<file path="config.mk">
export PLATFORM = sky130hd
export DESIGN_NAME = switch_debounce_2ch
export DESIGN_NICKNAME = d
export VERILOG_FILES = /design/src/rtl/switch_debounce_pkg.sv /design/src/rtl/switch_debounce_2ch_channel.sv /design/src/rtl/switch_debounce_2ch.sv
export SDC_FILE = /design/constraint.sdc
export NUM_CORES = 1
export LEC_CHECK = 0
export CORE_MARGIN = 8
export CORE_UTILIZATION = 63
export DETAILED_ROUTE_END_ITERATION = 7
export DONT_BUFFER_PORTS = 1
export PLACE_DENSITY = 0.89
export SLEW_MARGIN = 20
export SYNTH_ARGS = -nofsm -noshare
export SYNTH_HDL_FRONTEND = slang
export SYNTH_HIERARCHICAL = 1
export SYNTH_SLANG_ARGS = --single-unit
export TNS_END_PERCENT = 30
</file>
<file path="constraint.sdc">
create_clock -name clk -period 2.35 [get_ports clk]
set_clock_uncertainty 0.05 [all_clocks]
set_input_delay 0.5875 -clock clk [delete_from_list [all_inputs] [get_ports clk]]
set_output_delay 0.5875 -clock clk [all_outputs]
set_load 0.02 [all_outputs]
</file>
<file path="src/rtl/switch_debounce_pkg.sv">
// Shared types and default constants for the two-channel switch debouncer.
// Optional edge pulses are enabled with the DEBOUNCE_EDGE_PULSE_EN macro.
package switch_debounce_pkg;

   // Stable states carry the accepted level; pending states carry the level being left.
   typedef enum logic [1:0] {
      S0 = 2'b00,
      P1 = 2'b01,
      S1 = 2'b10,
      P0 = 2'b11
   } chan_state_t;

   localparam int DEF_CNT_W      = 16;
   localparam int DEF_DEB_CYCLES = 50000;

   function automatic logic level_of(input chan_state_t s);
      return (s == S1) || (s == P0);
   endfunction

endpackage

</file>
<file path="src/rtl/switch_debounce_2ch_channel.sv">
// One switch line: 2-FF synchronizer, qualification counter and 4-state FSM.
// Rise/fall pulse outputs exist only when DEBOUNCE_EDGE_PULSE_EN is defined.
module debounce_channel
   import switch_debounce_pkg::*;
#(
   parameter int CNT_W      = DEF_CNT_W,
   parameter int DEB_CYCLES = DEF_DEB_CYCLES
) (
   input  logic clk,
   input  logic rst,
   input  logic raw,
   output logic level
`ifdef DEBOUNCE_EDGE_PULSE_EN
   ,
   output logic rise,
   output logic fall
`endif
);

   localparam longint MAX_CYCLES = (longint'(1) << CNT_W) - 1;

   if (DEB_CYCLES < 1 || longint'(DEB_CYCLES) > MAX_CYCLES) begin : g_range_err
      $error("debounce_channel: DEB_CYCLES=%0d outside 1..2**CNT_W-1", DEB_CYCLES);
   end

   localparam logic [CNT_W-1:0] TERM = CNT_W'(DEB_CYCLES - 1);

   logic             sync1;
   logic             sync2;
   chan_state_t      state;
   chan_state_t      next_state;
   logic [CNT_W-1:0] cnt;
   logic [CNT_W-1:0] next_cnt;

   // NOTE: sequential state uses non-blocking assignments so every register
   // samples pre-edge values, independent of statement order.
   always_ff @(posedge clk or posedge rst) begin
      if (rst) begin
         sync1 <= 1'b0;
         sync2 <= 1'b0;
      end else begin
         sync1 <= raw;
         sync2 <= sync1;
      end
   end

   // NOTE: every variable gets a default before the case so no path leaves
   // it unassigned, which would otherwise infer a latch.
   always_comb begin
      next_state = state;
      next_cnt   = cnt;
      case (state)
         S0: begin
            if (sync2) begin
               next_state = P1;
               next_cnt   = '0;
            end
         end
         P1: begin
            if (!sync2)           next_state = S0;
            else if (cnt == TERM) next_state = S1;
            else                  next_cnt   = cnt + 1'b1;
         end
         S1: begin
            if (!sync2) begin
               next_state = P0;
               next_cnt   = '0;
            end
         end
         P0: begin
            if (sync2)            next_state = S1;
            else if (cnt == TERM) next_state = S0;
            else                  next_cnt   = cnt + 1'b1;
         end
         default: begin
            next_state = S0;
            next_cnt   = '0;
         end
      endcase
   end

   // Output is registered from the next state so it changes on the same edge
   // the FSM commits to the new level.
   always_ff @(posedge clk or posedge rst) begin
      if (rst) begin
         state <= S0;
         cnt   <= '0;
         level <= 1'b0;
      end else begin
         state <= next_state;
         cnt   <= next_cnt;
         level <= level_of(next_state);
      end
   end

`ifdef DEBOUNCE_EDGE_PULSE_EN
   always_ff @(posedge clk or posedge rst) begin
      if (rst) begin
         rise <= 1'b0;
         fall <= 1'b0;
      end else begin
         rise <= (state == P1) && (next_state == S1);
         fall <= (state == P0) && (next_state == S0);
      end
   end
`endif

endmodule

</file>
<file path="src/rtl/switch_debounce_2ch.sv">
// Two independent debounced switch inputs feeding the gate block's a and b.
// Define DEBOUNCE_EDGE_PULSE_EN to add a_rise/a_fall/b_rise/b_fall pulses.
module switch_debounce_2ch
   import switch_debounce_pkg::*;
#(
   parameter int CNT_W      = DEF_CNT_W,
   parameter int DEB_CYCLES = DEF_DEB_CYCLES
) (
   input  logic clk,
   input  logic rst,
   input  logic sw_a,
   input  logic sw_b,
   output logic a,
   output logic b
`ifdef DEBOUNCE_EDGE_PULSE_EN
   ,
   output logic a_rise,
   output logic a_fall,
   output logic b_rise,
   output logic b_fall
`endif
);

   debounce_channel #(
      .CNT_W      (CNT_W),
      .DEB_CYCLES (DEB_CYCLES)
   ) u_chan_a (
      .clk   (clk),
      .rst   (rst),
      .raw   (sw_a),
      .level (a)
`ifdef DEBOUNCE_EDGE_PULSE_EN
      ,
      .rise  (a_rise),
      .fall  (a_fall)
`endif
   );

   debounce_channel #(
      .CNT_W      (CNT_W),
      .DEB_CYCLES (DEB_CYCLES)
   ) u_chan_b (
      .clk   (clk),
      .rst   (rst),
      .raw   (sw_b),
      .level (b)
`ifdef DEBOUNCE_EDGE_PULSE_EN
      ,
      .rise  (b_rise),
      .fall  (b_fall)
`endif
   );

endmodule
</file>
======== After elaboration in Yosys (flattened, before gate mapping) ========
Cells that the tools add are included.
word-level totals
  register bits after elaboration ......... 42
  input bits .............................. 4
operators by class
  add/sub/neg operators ................... 2
  equality and inequality tests ........... 20
  mux-type cells .......................... 26
  reduce and logical (&&, ||, !) cells .... 6
operator list
  operator               number
  $mux 16                10
  $pmux 16 s4            2
  $add 16x1->16 const B  2
  $eq 16x16->1 const B   2
  $mux 2                 12
  $eq 2x2->1 const B     8
  $pmux 2 s4             2
  $ne 2x1->1 const B     4
  $ne 2x2->1 const B     4
  $reduce_and 4->1       2
  $eq 2x1->1 const B     2
  $logic_not 2->1        2
  $logic_or 1x1->1       2

======== Longest topological paths before layout ========
Gate-level depths: netlist of the first run.
  depth after elaboration ................. 6
  depth in mapped cells ................... 6
  mapped depth without buffers ............ 5

======== Cells and area by module ========
Netlist of the first run, hierarchy kept.
by module, submodules not included
  module            times used  cells each  area each (µm²)
  debounce_channel  2           113         1,098.6

======== Worst setup path before layout of the first run ========
Ideal clock, no wire load.
  kind .................................... register to register
  start ................................... register u_chan_a.cnt[12]
  end ..................................... register u_chan_a.cnt[0]
  setup time .............................. 0.138 ns
  arrival time ............................ 1.781 ns
  data required time ...................... 2.162 ns
  path slack .............................. 0.380 ns
  cell stages (with the launch flop) ...... 5
  path buffers ............................ 0
  cells stage by stage .................... dfrtp_1 or4_1 or4_4 o211ai_4 mux2i_1
on the way
  cells in the longest elaborated chain, start to end .. 4
  elaborated cells on any way between the ends .. 5
ends and longest elaborated chain
  element                     RTL line                                                              text
  start: declaration          switch_debounce_2ch_channel.sv:32                                     logic [CNT_W-1:0] cnt;
  start signal: assignment    switch_debounce_2ch_channel.sv:91                                     cnt <= next_cnt;
  $eq 16x16->1 (*)            switch_debounce_2ch_channel.sv:61, switch_debounce_2ch_channel.sv:72
  $mux 16 (*)                 -
  $mux 16 (on tied branches)  -
  $pmux 16 s4 (*)             -
Every way passes the cells marked *; elsewhere a longest branch is shown, timed or not. The select of a mux whose other input is x is not followed.
A chain may end at the register's enable or synchronous reset.

======== Worst setup path in the final report of the first run ========
  start ................................... register u_chan_b.cnt[12]
  end ..................................... register u_chan_b.cnt[0]
on the way
  cells in the longest elaborated chain, start to end .. 4
  elaborated cells on any way between the ends .. 5
ends and longest elaborated chain
  element                     RTL line
  start: declaration          switch_debounce_2ch_channel.sv:32
  start signal: assignment    switch_debounce_2ch_channel.sv:91
  $eq 16x16->1 (*)            switch_debounce_2ch_channel.sv:61, switch_debounce_2ch_channel.sv:72
  $mux 16 (*)                 -
  $mux 16 (on tied branches)  -
  $pmux 16 s4 (*)             -
Marks and branches as above.

==> impl_results.md, run 1 <==
* Leakage at 0.9612 nW
* Switching pwr at 0.2889 mW
* Top_reg_cell synth: dfrtp_1
* GRT overflow at 0
* Final worst-path cycle share at 91.97%
* Post-DR vias/cell at 6.674
* Total CTS buffers at 5
* Leading cell types by count after synthesis: dfrtp_1 (40), nand2_1 (36), nand3_1 (16), clkbuf_1 (12), o31ai_1 (10)
* Setup violators final at 0
* Yosys cell types at 36
* WP data arrival at 2.33 ns
* Crit path max fanout at 6
* # fillers at 259
* Routed via count at 1822
* Top Ports at 6
* Comb pwr share at 8.2%
* First-pass GRT wire length at 8073 um
* Total Routing Usage GR at 18.54%
* Slew headroom at 33.45%
* Worst vdd ir at 0.0003361 V
* Slew Viols, Final at 0
* Status: completed
* Internal power at 0.8491 mW
* Initial antenna violation count at 0
* Post-synth EDFFs at 0
* Final hold vios at 0
* DR iter-0 viols at 178
* Die Width at 75.06 um
* Worst Max-Slew Pin Slew at 0.9912 ns
* Pwr Density at 494.5 mW/mm2
* Top post-synthesis cells by area: dfrtp_1 (46%), nand2_1 (6.2%), nand3_1 (3.6%), o31ai_1 (3.4%), mux2i_1 (2.7%)
* Max-Cap Viols at 0
* DRC viols at 0
* FF+latch count, synth at 40
* Number of port buffers at 0
* Critical path startpoint category: flip-flop
* Cts repair resizes at 0
* CP required at 2.52 ns
* Clock network latency to the later pin of the worst-skew pair at 0.35 ns
* FF-to-FF path depth at 4
* Detail Placement HPWL at 3336 um
* Clock buffer depth at 2
* Synth warn at 6
* Vias in the first global route at 1790
* Total negative setup slack at 0 ns
* Area leader, netlist: dfrtp_1
* CP top delay family: simple AND/OR/NAND/NOR gates
* Syn Area/Cell at 9.722 um2
* Hold-fix buffers, CTS at 0
* Crit Path Class: reg -> reg
* R2R Setup Slk at 0.19 ns
* CTS H-Tree Depth at 2
* Clock slew at reported path FFs at 0.11 ns
* Initial Util at 65.84%
* Ys async rst share at 100.0%
* CP max stage cell: or4_1
* Register area share after synthesis at 45.56%
* Final #Nets at 233
* Fmax at 0.4627 GHz
* Crit. End Element: flip-flop
* Worst Path Buf+Inv at 0
* RSZ-0062 raised after global routing: no
* R2R Path Start: u_chan_b/cnt[12]
* RePlAce Congestion at 0.9524
* Die Footprint at 0.005633 mm2
* Post-Syn Area at 0.002197 mm2
* Seq pwr share at 63.8%
* Setup bufs post-CTS at 0
* Wire per inst at 16.86 um
* Switching Fraction at 25.38%
* Min Clock Period, post-route at 2.161 ns
* Area grow syn2layout at 4.727%
* Synth top area share at 45.56%
* Root Driver: clkbuf_4
* Worst r2r dst: u_chan_b/cnt[0]
* Cell count after synthesis at 226
* CTS Sinks at 40
* Worst path max stage delay at 0.61 ns
* Worst path cell trace: or4_1 -> or4_4 -> o211ai_4 -> mux2i_1
* Fraction of layout cells with a size suffix above 1 at 7.930%
* Antenna viol nets, final at 0
* Row count at 21
* DRT Pass-1 Iters at 4
* Core ar. at 0.003337 mm2
* HP Class: in -> async
* Final wirelength at 4602 um
* Pin count of the biggest net entering global routing at 21
* Clock group share of total power at 28.0%
* Number of inserted diodes at 0
* CTS tree: built
* Cell with the most instances after synthesis: dfrtp_1
* Post-synth net total at 232
* Final Core Density at 68.95%
* Die Y at 75.06 um
routing by layer:
layer / GRT usage [%] / vias up / share of wire, %
li1: - / 876 / -
met1: 20.34 / 883 / 41
met2: 32.05 / 52 / 52
met3: 4.660 / 11 / 4.6
met4: 9.783 / 0 / 2.3
met5: 0 / - / 0
how the worst max path moves through the flow:
stage | start | end | cells past startpoint
floorplan | u_chan_a/cnt[12] | u_chan_a/cnt[0] | 4
global placement | u_chan_b/cnt[12] | u_chan_b/cnt[0] | 4
detailed placement | u_chan_b/cnt[12] | u_chan_b/cnt[0] | 4
CTS | u_chan_b/cnt[12] | u_chan_b/cnt[0] | 4
global route | u_chan_a/cnt[12] | u_chan_a/cnt[0] | 4
finish | u_chan_b/cnt[12] | u_chan_b/cnt[0] | 4
registers in the layout, summed over array words and instances, names as in the netlist:
| name | flops |
|---|---|
| u_chan_a/level | 1 |
| u_chan_a/cnt | 16 |
| u_chan_b/sync2 | 1 |
| u_chan_a/sync1 | 1 |
| u_chan_b/state | 1 |
| u_chan_b/cnt | 16 |
| u_chan_a/sync2 | 1 |
| u_chan_b/level | 1 |
| u_chan_a/state | 1 |
| u_chan_b/sync1 | 1 |
through the flow:
stage	instances	cell area [um2]	worst slack, ns	hold slack, ns	total power [mW]
5_1_grt	273	2301	0.1309	0.1768	1.186
3_5_place_dp	266	2255	0.2246	0.2847	0.8335
4_1_cts	273	2301	0.2117	0.1879	1.154
6_report	273	2301	0.1886	0.1896	1.138
3_3_place_gp	266	2255	0.2715	0.2854	0.8292
2_1_floorplan	226	2197	0.3803	0.2812	0.8042
cells by family after synthesis:
kind of cell	share of synthesized area [%]
fa+ha+maj	1.139
flops	45.56
compound gates	20.73
mux	2.734
buf+inv	3.075
simple gates	25.17
xor+xnor	1.595
area by class of cell:
| class | count | area [um2] | share of cell area (%) |
|---|---|---|---|
| multi-input cells | 168 | 1129 | 49.05 |
| flip-flops and latches | 40 | 1001 | 43.50 |
| well taps | 46 | 57.56 | 2.501 |
| repair buffers | 6 | 45.04 | 1.958 |
| clock buffers | 6 | 41.29 | 1.794 |
| inverters | 6 | 22.52 | 0.9788 |
| clock inverters | 1 | 5.005 | 0.2175 |
power groups by stage:
| stage | Clock, mW | Combinational (mW) | Sequential [mW] |
|---|---|---|---|
| after floorplan | 0 | 0.0669 | 0.737 |
| after global placement | 0 | 0.0908 | 0.738 |
| after detailed placement | 0 | 0.0941 | 0.739 |
| after CTS | 0.334 | 0.0944 | 0.726 |
| after global routing | 0.354 | 0.104 | 0.728 |
| final | 0.318 | 0.0933 | 0.726 |
layout by cell type (no fill, tap or decap), drive strengths merged, types with 8 or more instances in the layout:
cell type,Yosys,layout
a31oi,8,8
nand2,36,36
o31ai,10,10
dfrtp,40,40
nand3,16,16
o21ai,8,8
Power figures use the tool's default switching activity.
==> inputs of run 2 (changes only) <==
--- a/config.mk
+++ b/config.mk
@@ -7,6 +7,7 @@
 export LEC_CHECK = 0
 export CORE_MARGIN = 8
 export CORE_UTILIZATION = 63
+export CTS_BUF_LIST = sky130_fd_sc_hd__clkbuf_16
 export DETAILED_ROUTE_END_ITERATION = 7
 export DONT_BUFFER_PORTS = 1
 export PLACE_DENSITY = 0.89
==> impl_results.md, run 2 (synthesis results as in run 1) <==
* Setup violators final at 0 (unchanged)
* Met2 usage at 33.88% (was 32.05%)
* Final worst-path cycle share at 91.57% (was 91.97%)
* Antenna viol nets, final at 0 (unchanged)
* Die Y at 75.06 um (unchanged)
* Top flop regs: u_chan_a/cnt (16), u_chan_b/cnt (16) (unchanged)
* Vias in the first global route at 1817 (was 1790)
* Total CTS buffers at 5 (unchanged)
* Total negative setup slack at 0 ns (unchanged)
* R2R Setup Slk at 0.20 ns (was 0.19 ns)
* Crit path max fanout at 6 (unchanged)
* Die Width at 75.06 um (unchanged)
* Initial Util at 65.84% (unchanged)
* Fraction of layout cells with a size suffix above 1 at 7.930% (unchanged)
* CP required at 2.44 ns (was 2.52 ns)
* # fillers at 243 (was 259)
* Final #Nets at 233 (unchanged)
* GRT overflow at 0 (unchanged)
* FF-to-FF path depth at 4 (unchanged)
* First-pass GRT wire length at 8335 um (was 8073 um)
* Cts repair resizes at 0 (unchanged)
* CTS tree: built (unchanged)
* Critical path startpoint category: flip-flop (unchanged)
* Core ar. at 0.003337 mm2 (unchanged)
* Area grow syn2layout at 8.713% (was 4.727%)
* Final hold vios at 0 (unchanged)
* Die Footprint at 0.005633 mm2 (unchanged)
* Detail Placement HPWL at 3336 um (unchanged)
* Most common library cell in the layout ignoring fill and taps: dfrtp_1 (unchanged)
* Clock buffer depth at 2 (unchanged)
* Crit Path Class: reg -> reg (unchanged)
* Row count at 21 (unchanged)
* Worst Max-Slew Pin Slew at 1.010 ns (was 0.9912 ns)
* Worst hold margin at 0.2763 ns (was 0.1896 ns)
* DR iter-0 viols at 226 (was 178)
* CTS H-Tree Depth at 2 (unchanged)
* Clock slew at reported path FFs at 0.06 ns (was 0.11 ns)
* Number of port buffers at 0 (unchanged)
* RSZ-0062 raised after global routing: no (unchanged)
* Pwr Density at 605.5 mW/mm2 (was 494.5 mW/mm2)
* Setup bufs post-CTS at 0 (unchanged)
* Fmax at 0.4647 GHz (was 0.4627 GHz)
* Final wirelength at 4819 um (was 4602 um)
* DRC viols at 0 (unchanged)
* Post-DR vias/cell at 6.799 (was 6.674)
* WP data arrival at 2.24 ns (was 2.33 ns)
* Met3 GRT Util at 5.326% (was 4.660%)
* R2R Path Start: u_chan_b/cnt[12] (unchanged)
* Leakage at 1.004 nW (was 0.9612 nW)
* DRT Pass-1 Iters at 4 (unchanged)
* Min Clock Period, post-route at 2.152 ns (was 2.161 ns)
* Crit. End Element: flip-flop (unchanged)
* Max-Cap Viols at 0 (unchanged)
* Worst setup slack after layout at 0.1981 ns (was 0.1886 ns)
* FF/Latch Area at 0.001001 mm2 (unchanged)
* Initial antenna violation count at 0 (unchanged)
* Top Ports at 6 (unchanged)
* Worst vdd ir at 0.0005468 V (was 0.0003361 V)
* Status: completed (unchanged)
* Grt met1 use at 21.46% (was 20.34%)
* CTS Sinks at 40 (unchanged)
* Root Driver: clkbuf_16 (was clkbuf_4)
* RePlAce Congestion at 0.9524 (unchanged)
* Worst r2r dst: u_chan_b/cnt[0] (unchanged)
* HP Class: in -> async (unchanged)
* Wire per inst at 17.65 um (was 16.86 um)
* Slew Viols, Final at 0 (unchanged)
* Total Routing Usage GR at 19.20% (was 18.54%)
* Most frequent cells in the layout: dfrtp_1 (40), nand2_1 (36), nand3_1 (16), o31ai_1 (10), a31oi_1 (8) (unchanged)
* Pin count of the biggest net entering global routing at 21 (unchanged)
* Dpl ws at 0.2246 ns (unchanged)
* Routed via count at 1856 (was 1822)
* Area of the multi-input gates at 0.001129 mm2 (unchanged)
* Number of inserted diodes at 0 (unchanged)
* GR peak layer: met2 (unchanged)
* Slew headroom at 32.21% (was 33.45%)
* Hold-fix buffers, CTS at 0 (unchanged)
* Clock network latency to the later pin of the worst-skew pair at 0.28 ns (was 0.35 ns)
* Placed cell count at 266 (unchanged)
* Final cell count without fillers at 273 (unchanged)
## run 2: cell types whose count changed in the layout (fill, tap and decap cells not counted)
cell / delta
clkbuf_16: +5
clkbuf_1: -1
inv_1: +1
clkbuf_4: -5
## run 2: area by class of cell
type	count	share of cell area, %
timing repair buffer	6	1.886
tap	46	2.410
clock inverter	2	0.3667
multi-input combinational	168	47.25
inverter	6	0.9429
sequential	40	41.91
clock buffer	5	5.238
## run 2: layer usage
layer,wire length [um],vias to the layer above
met5,0,-
met4,74,0
met3,247,11
met2,2541,68
met1,1955,899
li1,-,878
## run 2: power breakdown
part           leakage (nW)  total, mW  internal [mW]  switching, mW
clock                0.0709      0.623          0.381          0.243
combinational         0.393     0.0948         0.0316         0.0632
sequential            0.540      0.728          0.709         0.0196
## run 2: metrics by stage
stage	instance area (um2)	utilization, %	power, mW
finish	2389	71.58	1.446
global route	2389	71.58	1.503
CTS	2389	71.58	1.462
detailed placement	2255	67.57	0.8335
global placement	2255	67.57	0.8292
floorplan	2197	-	0.8042
## run 2: critical path, cell delays in order, from the launching register on
cell and delay [ns]:
dfrtp_1 0.43, or4_1 0.61, or4_4 0.55, o211ai_4 0.27, mux2i_1 0.11
## run 2: worst max-delay path by stage
stage	from	endpoint	cells past startpoint
3_5_place_dp	u_chan_b/cnt[12]	u_chan_b/cnt[0]	4
4_1_cts	u_chan_b/cnt[12]	u_chan_b/cnt[0]	4
5_1_grt	u_chan_a/cnt[12]	u_chan_a/cnt[0]	4
3_3_place_gp	u_chan_b/cnt[12]	u_chan_b/cnt[0]	4
2_1_floorplan	u_chan_a/cnt[12]	u_chan_a/cnt[0]	4
6_report	u_chan_b/cnt[12]	u_chan_b/cnt[0]	4
==> inputs of run 3 (changes only) <==
--- a/config.mk
+++ b/config.mk
@@ -5,7 +5,8 @@
 export SDC_FILE = /design/constraint.sdc
 export NUM_CORES = 1
 export LEC_CHECK = 0
-export CORE_MARGIN = 8
+export ABC_AREA = 1
+export CORE_MARGIN = 2
 export CORE_UTILIZATION = 63
 export CTS_BUF_LIST = sky130_fd_sc_hd__clkbuf_16
 export DETAILED_ROUTE_END_ITERATION = 7
==> impl_results.md, run 3 <==
* Status: completed (unchanged)
* Leading cell types by count after synthesis: nand2_1 (104), nand3_1 (44), nor2_1 (42), dfrtp_1 (40), inv_1 (30) (was dfrtp_1 (40), nand2_1 (36), nand3_1 (16), clkbuf_1 (12), o31ai_1 (10))
* Clock network latency to the later pin of the worst-skew pair at 0.28 ns (about the same)
* Final cell count without fillers at 389 (was 273)
* Synth top area share at 40.98% (was 45.56%)
* Total CTS buffers at 5 (unchanged)
* Setup violators final at 0 (unchanged)
* Most frequent cells in the layout: nand2_1 (104), nand3_1 (44), nor2_1 (42), dfrtp_1 (40), inv_1 (30) (was dfrtp_1 (40), nand2_1 (36), nand3_1 (16), o31ai_1 (10), a31oi_1 (8))
* Top flop regs: u_chan_a/cnt (16), u_chan_b/cnt (16) (unchanged)
* Top post-synthesis cells by area: dfrtp_1 (41%), nand2_1 (16%), nand3_1 (9.0%), nor2_1 (6.5%), o21ai_2 (5.0%) (was dfrtp_1 (46%), nand2_1 (6.2%), nand3_1 (3.6%), o31ai_1 (3.4%), mux2i_1 (2.7%))
* Pin count of the biggest net entering global routing at 24 (was 21)
* Clock buffer depth at 2 (unchanged)
* Slew headroom at 47.63% (was 32.21%)
* Cell count after synthesis at 340 (was 226)
* FF+latch count, synth at 40 (unchanged)
* Number of port buffers at 0 (unchanged)
* Cell with the most instances after synthesis: nand2_1 (was dfrtp_1)
* CTS H-Tree Depth at 2 (unchanged)
* DR iter-0 viols at 190 (was 226)
* Register area share after synthesis at 40.98% (was 45.56%)
* Initial antenna violation count at 0 (unchanged)
* CP max stage cell: dfrtp_1 (was or4_1)
* Final #Nets at 346 (was 233)
* Crit Path Class: reg -> reg (unchanged)
* Clock slew at reported path FFs at 0.06 ns (about the same)
* Initial Util at 66.21% (was 65.84%)
* Worst path max stage delay at 0.41 ns (was 0.61 ns)
* Fraction of layout cells with a size suffix above 1 at 9.971% (was 7.930%)
* Worst path cell trace: ha_1 -> nand2_2 -> nor2_1 -> nand2_1 -> nor2_2 -> nor2_2 -> inv_4 -> nand2_1 -> o21ai_2 (was or4_1 -> or4_4 -> o211ai_4 -> mux2i_1)
* CTS tree: built (unchanged)
* Row count at 22 (was 21)
* Placed cell count at 381 (was 266)
* Post-DR vias/cell at 5.720 (was 6.799)
* Number of inserted diodes at 0 (unchanged)
* Root Driver: clkbuf_16 (unchanged)
* Switching pwr at 0.3404 mW (was 0.3254 mW)
* Power Total at 1.453 mW (was 1.446 mW)
* Final wirelength at 5517 um (was 4819 um)
* Yosys cell types at 20 (was 36)
* Worst setup slack after layout at 0.3791 ns (was 0.1981 ns)
* Dpl ws at 0.1322 ns (was 0.2246 ns)
* R2R Setup Slk at 0.38 ns (was 0.20 ns)
* Post-synth net total at 346 (was 232)
* Wire per inst at 14.18 um (was 17.65 um)
* Crit. End Element: flip-flop (unchanged)
* Detail Placement HPWL at 3893 um (was 3336 um)
* HP Class: in -> async (unchanged)
* CP required at 2.47 ns (was 2.44 ns)
* Die Footprint at 0.004391 mm2 (was 0.005633 mm2)
* Slew Viols, Final at 0 (unchanged)
* Worst vdd ir at 0.0005002 V (was 0.0005468 V)
* Max-Cap Viols at 0 (unchanged)
* Final Cell Area at 0.002590 mm2 (was 0.002389 mm2)
* Comb pwr share at 5.7% (was 6.6%)
* Internal power at 1.113 mW (was 1.121 mW)
* Post-synth EDFFs at 0 (unchanged)
* Seq pwr share at 49.9% (was 50.3%)
* CTS Sinks at 40 (unchanged)
* Worst Max-Slew Pin Slew at 0.7848 ns (was 1.010 ns)
* Die Y at 66.27 um (was 75.06 um)
* Post-Syn Area at 0.002442 mm2 (was 0.002197 mm2)
* RePlAce Congestion at 0.9514 (was 0.9524)
* WP data arrival at 2.09 ns (was 2.24 ns)
* Total Routing Usage GR at 28.59% (was 19.20%)
* Crit path max fanout at 23 (was 6)
* Final worst-path cycle share at 83.87% (was 91.57%)
* Area leader, netlist: dfrtp_1 (unchanged)
* Switching Fraction at 23.42% (was 22.50%)
* Top Ports at 6 (unchanged)
* Min Clock Period, post-route at 1.971 ns (was 2.152 ns)
* Worst Path Buf+Inv at 1 (was 0)
* Routed via count at 2225 (was 1856)
* CP top delay family: simple AND/OR/NAND/NOR gates (unchanged)
* Most common library cell in the layout ignoring fill and taps: nand2_1 (was dfrtp_1)
* Final hold vios at 0 (unchanged)
* Top_reg_cell synth: dfrtp_1 (unchanged)
* Synth warn at 6 (unchanged)
* First-pass GRT wire length at 9459 um (was 8335 um)
* Clock group share of total power at 44.4% (was 43.1%)
* Worst hold margin at 0.2798 ns (was 0.2763 ns)
* Area grow syn2layout at 6.045% (was 8.713%)
* Antenna viol nets, final at 0 (unchanged)
* Pwr Density at 561.1 mW/mm2 (was 605.5 mW/mm2)
* DRT Pass-1 Iters at 4 (unchanged)
* Vias in the first global route at 2112 (was 1817)
* Critical path startpoint category: flip-flop (unchanged)
* DRC viols at 0 (unchanged)
* Fmax at 0.5074 GHz (was 0.4647 GHz)
* Placed Area at 0.002450 mm2 (was 0.002255 mm2)
* Ys async rst share at 100.0% (unchanged)
* Leakage at 1.120 nW (was 1.004 nW)
* Syn Area/Cell at 7.183 um2 (was 9.722 um2)
* Final Core Density at 70.22% (was 71.58%)
* Core ar. at 0.003689 mm2 (was 0.003337 mm2)
* RSZ-0062 raised after global routing: no (unchanged)
* Total negative setup slack at 0 ns (unchanged)
* Die Width at 66.27 um (was 75.06 um)
* GRT overflow at 0 (unchanged)
* Setup bufs post-CTS at 0 (unchanged)
-- run 3: logic make-up after synthesis --
| family | synth area share [%] |
|---|---|
| xor gates and xnor gates | 2.869 |
| AOI/OAI and AO/OA | 9.324 |
| buffers and inverters | 8.094 |
| adders and majority gates | 1.024 |
| DFF | 40.98 |
| and+or+nand+nor | 37.70 |
-- run 3: layout make-up --
class	count	area, um2
timing repair buffer	3	22.52
clock inverter	3	13.76
tap	48	60.06
multi-input combinational	258	1244
sequential	40	1001
clock buffer	5	125.1
fill	300	1099
inverter	32	123.9
-- run 3: final timing paths --
path | startpoint | to | cells after the start
max | u_chan_b/cnt[0] | u_chan_b/cnt[2] | 9
min | rst | u_chan_b/cnt[6] | 1
max reg2reg | u_chan_b/cnt[0] | u_chan_b/cnt[2] | 9
min reg2reg | u_chan_b/sync1 | u_chan_b/sync2 | 0
max in group asynchronous | rst | u_chan_a/cnt[7] | 1
min in group clk | sw_b | u_chan_b/sync1 | 0
-- run 3: power groups by stage --
stage / clock (mW) / combinational, mW / sequential (mW)
after floorplan: 0 / 0.0728 / 0.731
after global placement: 0 / 0.0791 / 0.735
after detailed placement: 0 / 0.0822 / 0.737
after CTS: 0.655 / 0.0823 / 0.724
after global routing: 0.678 / 0.0942 / 0.727
final: 0.646 / 0.0823 / 0.725
-- run 3: repair_timing --
| item | in CTS | in global routing |
|---|---|---|
| setup endpoints to repair | 0 | 6 |
| resized for setup | 0 | 1 |
| hold buffers | 0 | 0 |
| endpoints found under the hold margin | 0 | 0 |
-- run 3: per-layer routing --
layer / vias up / wire length, um / track usage [%]
li1: 1101 / - / -
met1: 1062 / 2253 / 31.14
met2: 45 / 2918 / 53.37
met3: 17 / 195 / 6.814
met4: 0 / 149 / 9.949
met5: - / 0 / 0
